File: src/rtl/run_detect_arbiter.sv
// Round-robin sharing of one run-length detector between two serial-bit channels.
// Each channel keeps its own run context; hits are registered with saturating counters.
module run_detect_arbiter #(
  parameter int RUN_LEN = 4,
  parameter int CNT_W   = 8
) (
  input  logic             clk,
  input  logic             rst,
  input  logic [1:0]       req,
  input  logic [1:0]       bit_in,
  input  logic [1:0]       ch_clr,
  output logic [1:0]       gnt,
  output logic             hit,
  output logic             hit_ch,
  output logic             hit_val,
  output logic [CNT_W-1:0] hit_cnt0,
  output logic [CNT_W-1:0] hit_cnt1
);

  localparam logic [3:0] RL = 4'(RUN_LEN);

  logic             ptr_q, ptr_d;
  logic [1:0]       last_q, last_d;
  logic [3:0]       len0_q, len0_d;
  logic [3:0]       len1_q, len1_d;
  logic             hit_q, hit_d;
  logic             hit_ch_q, hit_ch_d;
  logic             hit_val_q, hit_val_d;
  logic [CNT_W-1:0] cnt0_q, cnt0_d;
  logic [CNT_W-1:0] cnt1_q, cnt1_d;

  // A clear coinciding with a grant restarts the run with the consumed bit.
  function automatic logic [3:0] next_len(input logic       clr,
                                          input logic [3:0] len,
                                          input logic       b,
                                          input logic       last);
    if (clr || (len == 4'd0) || (b != last)) return 4'd1;
    else if (len < RL)                       return len + 4'd1;
    else                                     return len;
  endfunction

  always_comb begin
    unique case (req)
      2'b01:   gnt = 2'b01;
      2'b10:   gnt = 2'b10;
      2'b11:   gnt = ptr_q ? 2'b01 : 2'b10;
      default: gnt = 2'b00;
    endcase
  end

  always_comb begin
    ptr_d     = ptr_q;
    last_d    = last_q;
    len0_d    = len0_q;
    len1_d    = len1_q;
    cnt0_d    = cnt0_q;
    cnt1_d    = cnt1_q;
    hit_d     = 1'b0;
    hit_ch_d  = hit_ch_q;
    hit_val_d = hit_val_q;

    if (gnt != 2'b00) ptr_d = gnt[1];

    if (gnt[0]) begin
      len0_d    = next_len(ch_clr[0], len0_q, bit_in[0], last_q[0]);
      last_d[0] = bit_in[0];
      if (len0_d == RL) begin
        hit_d     = 1'b1;
        hit_ch_d  = 1'b0;
        hit_val_d = bit_in[0];
        if (cnt0_q != '1) cnt0_d = cnt0_q + 1'b1;
      end
    end else if (ch_clr[0]) begin
      len0_d = '0;
    end

    if (gnt[1]) begin
      len1_d    = next_len(ch_clr[1], len1_q, bit_in[1], last_q[1]);
      last_d[1] = bit_in[1];
      if (len1_d == RL) begin
        hit_d     = 1'b1;
        hit_ch_d  = 1'b1;
        hit_val_d = bit_in[1];
        if (cnt1_q != '1) cnt1_d = cnt1_q + 1'b1;
      end
    end else if (ch_clr[1]) begin
      len1_d = '0;
    end
  end

  always_ff @(posedge clk) begin
    if (rst) begin
      ptr_q     <= 1'b1;
      last_q    <= '0;
      len0_q    <= '0;
      len1_q    <= '0;
      hit_q     <= 1'b0;
      hit_ch_q  <= 1'b0;
      hit_val_q <= 1'b0;
      cnt0_q    <= '0;
      cnt1_q    <= '0;
    end else begin
      ptr_q     <= ptr_d;
      last_q    <= last_d;
      len0_q    <= len0_d;
      len1_q    <= len1_d;
      hit_q     <= hit_d;
      hit_ch_q  <= hit_ch_d;
      hit_val_q <= hit_val_d;
      cnt0_q    <= cnt0_d;
      cnt1_q    <= cnt1_d;
    end
  end

  assign hit      = hit_q;
  assign hit_ch   = hit_ch_q;
  assign hit_val  = hit_val_q;
  assign hit_cnt0 = cnt0_q;
  assign hit_cnt1 = cnt1_q;

endmodule
File: config.mk
export PLATFORM = sky130hd
export DESIGN_NAME = run_detect_arbiter
export DESIGN_NICKNAME = d
export VERILOG_FILES = /design/src/rtl/run_detect_arbiter.sv
export SDC_FILE = /design/constraint.sdc
export NUM_CORES = 1
export LEC_CHECK = 0
export BUFFER_PORTS_ARGS = -buffer_cell sky130_fd_sc_hd__buf_2
export CAP_MARGIN = 20
export CORE_AREA = 5 5 68 70
export CTS_CLUSTER_DIAMETER = 40
export CTS_CLUSTER_SIZE = 12
export DETAILED_ROUTE_END_ITERATION = 8
export DIE_AREA = 0 0 73 75
export GPL_ROUTABILITY_DRIVEN = 0
export PLACE_DENSITY = 0.63
export SLEW_MARGIN = 40
export SYNTH_ARGS = -nofsm -noshare
export SYNTH_HDL_FRONTEND = slang
export SYNTH_SLANG_ARGS = --single-unit
export TNS_END_PERCENT = 30
File: constraint.sdc
create_clock -name clk -period 2.2 [get_ports clk]
set_input_delay 0.22 -clock clk [delete_from_list [all_inputs] [get_ports clk]]
set_output_delay 0.22 -clock clk [all_outputs]
set_load 0.03 [all_outputs]
==> results.json <==
{
  "status": "complete, no violations",
  "hold_viol_final": 0,
  "slew_violations": 0,
  "syn_area_um2": 1530,
  "numClockSinks": 30,
  "syn_avg_cell_area_um2": 8.57,
  "cts_tree": "yes",
  "synth.top_cells.by_area": "dfxtp_1 (39%), a21oi_1 (5.6%), nor2_1 (5.4%)",
  "clk_pin_slew_ns": 0.06,
  "rsz0062_at_grt": "yes",
  "ys.flop_type": "dfxtp_1",
  "insertion_delay_ns": 0.28,
  "synthArstFlopShare": 0,
  "layout_commonest_cell": "buf_2",
  "vias_per_cell": 5.30,
  "dieArea_um2": 5480,
  "nNetsFinal": 232,
  "vias": 1427,
  "min_period_ns": 2.17,
  "ys_ff_latch": 30,
  "cp_max_fo": 3,
  "multiInputGateArea_um2": 940,
  "cp_slowest_cell": "or4b_2",
  "area_growth_syn_to_layout_pct": 27.2,
  "n_fill_cell": 404,
  "path_cells": "inv_1 > ha_4 > nor4bb_4 > nor2_2 > buf_4 > or4b_2 > nor3_2 > a211oi_2",
  "required_ns": 2.34,
  "die_height_um": 75,
  "clk_path_buf_depth": 2,
  "place_ws_ns": -0.0117,
  "dp.final_hpwl_um": 2540,
  "leakagePower_nw": 0.759,
  "p_per_area_nw_per_um2": 561,
  "overflow": 0,
  "design_area_um2": 1940,
  "mostFrequentLayoutCells": "buf_2 (28), dfxtp_1 (27), nor2_1 (21), a21oi_1 (15)",
  "remaining_drc_errors": 0,
  "fin_ws_ns": 0.0289,
  "initial_core_util": 0.390,
  "cp_top_family": "simple AND/OR/NAND/NOR gates",
  "drt-total-wl_um": 3560,
  "ctsHtreeMaxLevel": 2,
  "synth-seq-area-share": 0.394,
  "synthCells": 178,
  "root_buffer": "clkbuf_8",
  "cts-buffers-inserted": 5,
  "synth_warnings": 0,
  "row_count": 23,
  "hold_buffers": 0,
  "setup.worst_path.start_class": "register",
  "min_period_over_period": 0.987,
  "antenna_left": 0,
  "crit_arrival_ns": 2.31,
  "drv_cap": 0,
  "synth-edff-count": 0,
  "ys_types": 43,
  "grt_use_total": 0.143,
  "drt_iter0_markers": 62,
  "slew_headroom": 0.628,
  "io_buffers": 28,
  "drive_gt1_frac": 0.301,
  "hp-class": "in -> reg",
  "synth_area_leader_cell": "dfxtp_1",
  "boundaryPins": 29,
  "die_width_um": 73,
  "tns_ns": 0,
  "drt_first_pass_iters": 4,
  "wire_per_inst_um": 13.2,
  "n_antenna_cell": 0,
  "peakVddDrop_uv": 301,
  "cp_num_buf_inv": 2,
  "coreArea_um2": 3910,
  "fin_skew_ns": 0.00426,
  "setup.worst_path.end_class": "register",
  "final-seq-area_um2": 604,
  "worstSetupPathType": "reg -> reg",
  "grt_pass1_vias": 1412,
  "fmax_ghz": 0.461,
  "grt_pass1_wl_um": 6130,
  "dpl_cell_area_um2": 1790,
  "worst_pin_slew_ns": 0.558,
  "syn_nets": 192,
  "finalSetupViolations": 0,
  "crit_path_max_incr_delay_ns": 0.64,
  "antenna_found_initial": 0,
  "yosysTopAreaCellShare": 0.394,
  "grt_start_max_net_pins": 29
}
## through the flow
step	cells	util	hold slack [ns]	power, mW
6_report	269	0.496	0.222	1.09
5_1_grt	269	0.496	0.243	1.14
4_1_cts	268	0.485	0.214	1.10
3_5_place_dp	260	0.458	0.455	0.644
3_3_place_gp	260	0.458	0.461	0.644
2_1_floorplan	178	-	0.356	0.619
## worst paths after layout
check	from	end	slack, ns	depth (start not counted)
max	len0_q[1]	hit_cnt0[6]	0.03	8
min	bit_in[0]	last_q[0]	0.22	3
min reg2reg	hit_ch	hit_ch	0.46	2
max reg2reg	len0_q[1]	hit_cnt0[6]	0.03	8
## cells in the mapped netlist (2+ instances only)
cell type  number
a211oi_1        2
a21oi_1        17
clkbuf_1        3
dfxtp_1        30
ha_1            6
inv_1           9
mux2i_1         4
nand2_1         9
nand2b_1        2
nand3_1         8
nand3b_1        3
nand4_1         3
nor2_1         22
nor2b_1         3
nor3_1          5
nor3b_1         2
nor4_1          3
o21ai_0         9
o31ai_1         4
or3_1           4
or4_1           4
xnor2_1         3
xor2_1          3
## registers in the layout, indices dropped and copies added (netlist names)
name and flops:
hit 1, hit_ch 1, hit_cnt0 8, hit_cnt1 8
hit_val 1, last_q 2, len0_q 4, len1_q 4
ptr_q 1
## per-layer routing
layer  vias up  GRT usage  wire (um)
met2        36      0.215       1560
met1       658      0.188       1740
li1        725          -          -
met3         8     0.0401        180
met5         -          0          0
met4         0     0.0676         69
## timing repair
| item | 4_1_cts | 5_1_grt |
|---|---|---|
| pin swaps | 0 | 3 |
| setup endpoints to repair | 2 | 6 |
| resized for setup | 2 | 9 |
| setup buffers | 0 | 1 |
| cloned | 0 | 0 |
## layout make-up
cell class | count | share of cell area
flip-flops and latches | 30 | 0.312
clock buffers | 7 | 0.0445
repair buffers | 37 | 0.107
inverters | 9 | 0.0174
clock inverters | 1 | 0.00258
well taps | 50 | 0.0323
multi-input cells | 135 | 0.485
## power breakdown
part | internal (mW) | total [mW] | leakage [nW] | switching [mW]
Clock | 0.252 | 0.453 | 0.0482 | 0.201
Sequential | 0.550 | 0.555 | 0.244 | 0.00530
Combinational | 0.0294 | 0.0793 | 0.467 | 0.0499
Total | 0.831 | 1.09 | 0.759 | 0.256
## cells by family after synthesis
| group | synth area share |
|---|---|
| compound gates | 0.178 |
| xor+xnor | 0.0345 |
| fa+ha+maj | 0.0492 |
| buf+inv | 0.0328 |
| flops | 0.394 |
| mux | 0.0263 |
| simple gates | 0.285 |
## worst min-delay path: cells and delay by family
| family | cells | cell delay [ns] |
|---|---|---|
| AOI/OAI and AO/OA | 1 | 0.05 |
| buffers and inverters | 1 | 0.12 |
| and+or+nand+nor | 1 | 0.05 |
Note: power is estimated with default switching activity, not from simulation.
